`config.mk`:
```
export PLATFORM = sky130hd
export DESIGN_NAME = pll_lock_supervisor
export DESIGN_NICKNAME = d
export VERILOG_FILES = /design/src/rtl/pll_lock_supervisor.sv
export SDC_FILE = /design/constraint.sdc
export NUM_CORES = 1
export LEC_CHECK = 0
export BUFFER_PORTS_ARGS = -buffer_cell sky130_fd_sc_hd__buf_4
export CORE_AREA = 8 8 72 74
export CTS_CLUSTER_SIZE = 24
export DETAILED_ROUTE_END_ITERATION = 7
export DIE_AREA = 0 0 80 82
export GPL_ROUTABILITY_DRIVEN = 0
export PLACE_DENSITY = 0.65
export REMOVE_ABC_BUFFERS = 1
export SLEW_MARGIN = 20
export SYNTH_ARGS = -nofsm -noshare
export SYNTH_HDL_FRONTEND = slang
export SYNTH_SLANG_ARGS = --single-unit
```
`constraint.sdc`:
```
create_clock -name clk -period 2.2 [get_ports clk]
set_input_delay 0.11 -clock clk [delete_from_list [all_inputs] [get_ports clk]]
set_output_delay 0.11 -clock clk [all_outputs]
set_load 0.02 [all_outputs]
```
`src/rtl/pll_lock_supervisor.sv`:
```
// PLL lock supervisor: synchronizes and qualifies pll_locked, then sequences downstream reset release.
// Optional PLL re-kick on lock timeout is enabled with `define LOCK_TIMEOUT_EN.
module pll_lock_supervisor #(
    parameter int unsigned SYNC_STAGES    = 2,
    parameter int unsigned STABLE_CYCLES  = 1024,
    parameter int unsigned HOLD_CYCLES    = 16,
    parameter int unsigned LOSS_CNT_W     = 8,
    parameter int unsigned TIMEOUT_CYCLES = 65536,
    parameter int unsigned PLL_RST_CYCLES = 8
) (
    input  logic                  clk,
    input  logic                  rst_n,
    input  logic                  pll_locked,
    output logic                  sys_rst_n,
    output logic                  ready,
    output logic                  lock_lost,
    output logic [LOSS_CNT_W-1:0] loss_count,
    output logic                  pll_rst
);

    localparam int unsigned HOLD_CW = $clog2(HOLD_CYCLES) + 1;
    localparam int unsigned STAB_CW = $clog2(STABLE_CYCLES) + 1;
    localparam logic [HOLD_CW-1:0] HOLD_LAST = HOLD_CW'(HOLD_CYCLES - 1);
    localparam logic [STAB_CW-1:0] STAB_LAST = STAB_CW'(STABLE_CYCLES - 1);

    typedef enum logic [2:0] {
        HOLD,
        WAIT_LOCK,
        STABILIZE,
        RUN,
        LOST,
        PLL_RESET
    } state_e;

    state_e                  state_q;
    logic [SYNC_STAGES-1:0]  sync_q;
    logic [HOLD_CW-1:0]      hold_cnt_q;
    logic [STAB_CW-1:0]      stable_cnt_q;
    logic                    sys_rst_n_q;
    logic                    ready_q;
    logic                    lock_lost_q;
    logic [LOSS_CNT_W-1:0]   loss_cnt_q;
    logic [LOSS_CNT_W-1:0]   loss_cnt_d;
    logic                    lk;

    // The chain is flushed while in HOLD so qualification always starts from a fresh
    // synchronizer; this makes the sync latency additive to the hold time.
    always_ff @(posedge clk or negedge rst_n) begin
        if (!rst_n) begin
            sync_q <= '0;
        end else if (state_q == HOLD) begin
            sync_q <= '0;
        end else begin
            sync_q <= {sync_q[SYNC_STAGES-2:0], pll_locked};
        end
    end

    assign lk         = sync_q[SYNC_STAGES-1];
    assign loss_cnt_d = (&loss_cnt_q) ? loss_cnt_q : loss_cnt_q + LOSS_CNT_W'(1);

`ifdef LOCK_TIMEOUT_EN
    localparam int unsigned TMO_CW  = $clog2(TIMEOUT_CYCLES) + 1;
    localparam int unsigned PRST_CW = $clog2(PLL_RST_CYCLES) + 1;
    localparam logic [TMO_CW-1:0]  TMO_LAST  = TMO_CW'(TIMEOUT_CYCLES - 1);
    localparam logic [PRST_CW-1:0] PRST_LAST = PRST_CW'(PLL_RST_CYCLES - 1);

    logic [TMO_CW-1:0]  tmo_cnt_q;
    logic [PRST_CW-1:0] prst_cnt_q;
    logic               pll_rst_q;
    logic               tmo_hit;

    assign tmo_hit = (tmo_cnt_q == TMO_LAST);

    // Counts only across WAIT_LOCK/STABILIZE; any other state leaves it cleared.
    always_ff @(posedge clk or negedge rst_n) begin
        if (!rst_n) begin
            tmo_cnt_q <= '0;
        end else if ((state_q == WAIT_LOCK || state_q == STABILIZE) && !tmo_hit) begin
            tmo_cnt_q <= tmo_cnt_q + TMO_CW'(1);
        end else begin
            tmo_cnt_q <= '0;
        end
    end

    assign pll_rst = pll_rst_q;
`else
    assign pll_rst = 1'b0;
`endif

    always_ff @(posedge clk or negedge rst_n) begin
        if (!rst_n) begin
            state_q      <= HOLD;
            hold_cnt_q   <= '0;
            stable_cnt_q <= '0;
            sys_rst_n_q  <= 1'b0;
            ready_q      <= 1'b0;
            lock_lost_q  <= 1'b0;
            loss_cnt_q   <= '0;
`ifdef LOCK_TIMEOUT_EN
            prst_cnt_q   <= '0;
            pll_rst_q    <= 1'b0;
`endif
        end else begin
            lock_lost_q <= 1'b0;
            case (state_q)
                HOLD: begin
                    if (hold_cnt_q == HOLD_LAST) begin
                        state_q    <= WAIT_LOCK;
                        hold_cnt_q <= '0;
                    end else begin
                        hold_cnt_q <= hold_cnt_q + HOLD_CW'(1);
                    end
                end
                WAIT_LOCK: begin
`ifdef LOCK_TIMEOUT_EN
                    if (tmo_hit) begin
                        state_q    <= PLL_RESET;
                        pll_rst_q  <= 1'b1;
                        prst_cnt_q <= '0;
                    end else
`endif
                    if (lk) begin
                        state_q      <= STABILIZE;
                        stable_cnt_q <= '0;
                    end
                end
                STABILIZE: begin
`ifdef LOCK_TIMEOUT_EN
                    if (tmo_hit) begin
                        state_q      <= PLL_RESET;
                        pll_rst_q    <= 1'b1;
                        prst_cnt_q   <= '0;
                        stable_cnt_q <= '0;
                    end else
`endif
                    if (!lk) begin
                        state_q      <= WAIT_LOCK;
                        stable_cnt_q <= '0;
                    end else if (stable_cnt_q == STAB_LAST) begin
                        state_q      <= RUN;
                        stable_cnt_q <= '0;
                        sys_rst_n_q  <= 1'b1;
                        ready_q      <= 1'b1;
                    end else begin
                        stable_cnt_q <= stable_cnt_q + STAB_CW'(1);
                    end
                end
                RUN: begin
                    if (!lk) begin
                        state_q     <= LOST;
                        sys_rst_n_q <= 1'b0;
                        ready_q     <= 1'b0;
                        lock_lost_q <= 1'b1;
                        loss_cnt_q  <= loss_cnt_d;
                    end
                end
                LOST: begin
                    state_q    <= HOLD;
                    hold_cnt_q <= '0;
                end
`ifdef LOCK_TIMEOUT_EN
                PLL_RESET: begin
                    if (prst_cnt_q == PRST_LAST) begin
                        state_q    <= HOLD;
                        hold_cnt_q <= '0;
                        pll_rst_q  <= 1'b0;
                    end else begin
                        prst_cnt_q <= prst_cnt_q + PRST_CW'(1);
                    end
                end
`endif
                default: state_q <= HOLD;
            endcase
        end
    end

    assign sys_rst_n  = sys_rst_n_q;
    assign ready      = ready_q;
    assign lock_lost  = lock_lost_q;
    assign loss_count = loss_cnt_q;

endmodule

```
==> impl_metrics.py <==
metrics = {
    "clock_tree": {
        "htreeDepth": 2,
        "post_cts_buffers": 0,
        "path_clk_slew_ns": 0.07,
        "cts_tree": "yes",
        "cts_num_sinks": 31,
        "insertion_delay_ns": 0.28,
        "cts_buffer_depth": 2,
        "cts_root_buffer": "clkbuf_8",
        "numCtsBuffers": 5,
    },
    "placement": {
        "dpl-instance-area_sq_um": 1670,
        "portBuffers": 13,
        "dpl.hpwl_mm": 2.08,
    },
    "drt": {
        "met3_length_microns": 117,
        "wire_per_inst_microns": 13.9,
        "dr.first_iter.drc_count": 81,
        "drt_wl_total_mm": 2.98,
        "drt_pass1_iterations": 4,
        "wl_met1_mm": 1.45,
        "num_vias": 1143,
        "via_per_inst": 5.32,
        "highest_layer": "met4",
        "postRouteAntennaNets": 0,
        "drc": 0,
        "routed-wl-met2_mm": 1.35,
    },
    "finish": {
        "layout_common_cells": "31 x dfrtp_1, 17 x nand2_1, 14 x buf_4",
        "drive_gt1_share_pct": 21.5,
        "final_common_cell": "dfrtp_1",
        "n_antenna_cell": 0,
        "area_growth_pct": 17.3,
        "postLayoutCellArea_sq_um": 1810,
        "fin_nets": 168,
    },
    "die": {
        "initial_core_util_pct": 37.2,
        "pin_count": 15,
        "dieArea_sq_um": 6560,
        "num_rows": 24,
        "core-area_sq_um": 4140,
        "die_y_microns": 82,
        "die_w_microns": 80,
    },
    "sta": {
        "worstMarginPinSlew_ns": 0.511,
        "fin_crit_ns": 1.84,
        "rsz0062_at_grt": "false",
        "max_freq_mhz": 543,
        "skew_ns": 0.00521,
        "period_share_pct": 83.7,
        "setup_tns_ns": 0,
        "slew_headroom_pct": 65.8,
        "hold_violations": 0,
        "setup_violations": 0,
        "slew_viol_final": 0,
    },
    "critical_path": {
        "worstPathRequired_ns": 2.37,
        "critPathArrivalTime_ns": 2.01,
        "path_class": "reg2reg",
        "worstPathMaxFanout": 5,
        "startpoint_type": "flop",
        "crit_path_end_kind": "flop",
    },
    "synth": {
        "ys_seq_elements": 31,
        "syn_avg_cell_area_sq_um": 10.5,
        "ys_types": 39,
        "ys_seq_area_share_pct": 50.3,
        "synth_cells": 147,
        "netlist_area_sq_um": 1540,
        "yosysWarnings": 0,
    },
    "job": {
        "maxCapViolations": 0,
    },
    "power": {
        "p_leak_nw": 0.817,
        "ir_worst_vdd_uv": 477,
        "pwr_density_cell_nw_per_um2": 1020,
    },
    "global_routing": {
        "grt_usage_pct": 10.1,
        "overflow": 0,
        "grt_pass1_wl_mm": 5.18,
        "grt_pass1_vias": 1167,
        "grt_start_max_net_pins": 32,
        "antenna_found_initial": 0,
    },
    "hold_path": {
        "worstHoldPathType": "in2reg",
    },
    "outcome": {
        "outcome": "finished clean",
    },
}
where the power goes:
group	leakage (nW)	switching (W)	internal, W
registers	0.418	0.000130	0.000665
logic	0.334	0.000216	0.000179
clock network	0.0654	0.000211	0.000453
layout make-up:
| cell class | instances | area [sq um] |
|---|---|---|
| Clock buffer | 6 | 72.6 |
| Tap cell | 52 | 65.1 |
| Timing Repair Buffer | 15 | 115 |
| Multi-Input combinational cell | 107 | 713 |
| Clock inverter | 2 | 60.1 |
| Inverter | 2 | 7.51 |
| Fill cell | 394 | 2330 |
| Sequential cell | 31 | 776 |
synthesized netlist by cell type:
cell,count,area share (%)
nand3_1,9,2.9
nor3b_2,1,0.81
and3_2,1,0.49
o31ai_1,3,1.5
a21oi_1,1,0.32
o21a_1,2,0.97
nand2_1,17,4.1
mux2_2,2,1.5
nand4_1,7,2.8
nor3b_1,1,0.49
or4_4,1,0.73
nor2_1,7,1.7
nand4bb_1,1,0.73
and3_1,4,1.6
ha_1,3,2.4
o21ai_0,12,3.9
nand4bb_4,1,1.8
or3_2,1,0.49
or4_1,1,0.49
a31oi_1,5,2.0
or2_2,3,1.2
clkbuf_2,1,0.32
nor3_1,1,0.32
buf_4,3,1.5
xor2_1,4,2.3
inv_1,2,0.49
a311oi_1,1,0.57
a22o_1,3,1.7
nor3_4,1,1.1
conb_1,1,0.24
o311ai_0,1,0.57
nand3b_1,2,0.97
xnor2_1,5,2.8
clkbuf_1,2,0.49
dfrtp_1,31,50
and2_4,1,0.57
nand3_2,2,1.3
buf_6,1,0.73
nor2b_1,2,0.81
flip-flops by register name, indices dropped and copies added, names as in the netlist:
register and flops:
stable_cnt_q 11, hold_cnt_q 5, sync_q 2, loss_count 8, lock_lost 1, ready 1
state_q 3
what timing repair did:
action,in CTS,in global routing
hold endpoints to repair,31,0
gates resized for setup,0,0
hold buffers,1,0
worst max-delay path: stages, from the launching register on:
cell and delay, ns:
dfrtp_1 0.43, ha_1 0.23, and3_1 0.22, a31oi_1 0.46, mux2_2 0.39
layer usage:
layer  vias up  GRT usage (%)
met5         -              0
met4         0           7.09
met3         9           3.94
met2        23           15.4
met1       550           11.5
li1        561              -
final timing paths:
path                                           start                           to  slack [ns]  cells past startpoint
setup / recovery           loss_count[0]$_DFFE_PN0P_    loss_count[1]$_DFFE_PN0P_        0.36                      4
hold / removal                            pll_locked          sync_q[0]$_DFF_PN0_        0.04                      2
setup reg to reg           loss_count[0]$_DFFE_PN0P_    loss_count[1]$_DFFE_PN0P_        0.36                      4
hold reg to reg                  sync_q[0]$_DFF_PN0_          sync_q[1]$_DFF_PN0_        0.47                      1
max in group asynchronous                      rst_n    hold_cnt_q[3]$_DFFE_PN0P_        1.62                      2
min in group asynchronous                      rst_n  stable_cnt_q[3]$_DFFE_PN0P_        0.30                      2
logic make-up after synthesis:
group | after synthesis | synth area share (%)
flops | 31 | 50.3
simple gates | 64 | 25.5
compound gates | 28 | 11.5
buf+inv | 9 | 3.49
other cells | 1 | 0.243
fa+ha+maj | 3 | 2.43
mux | 2 | 1.46
xor+xnor | 9 | 5.11
per-stage QoR:
step | hold WS, ns | worst slack (ns) | power, W | cells | util [%]
6_report | 0.0439 | 0.358 | 0.00185 | 215 | 43.7
5_1_grt | 0.0753 | 0.234 | 0.00196 | 215 | 43.7
4_1_cts | 0.0389 | 0.341 | 0.00187 | 215 | 43.7
3_5_place_dp | 0.0652 | 0.359 | 0.00120 | 206 | 40.2
3_3_place_gp | 0.0587 | 0.419 | 0.00117 | 206 | 40.2
2_1_floorplan | -0.186 | 0.441 | 0.00105 | 140 | -
Note: power is estimated with default switching activity, not from simulation.
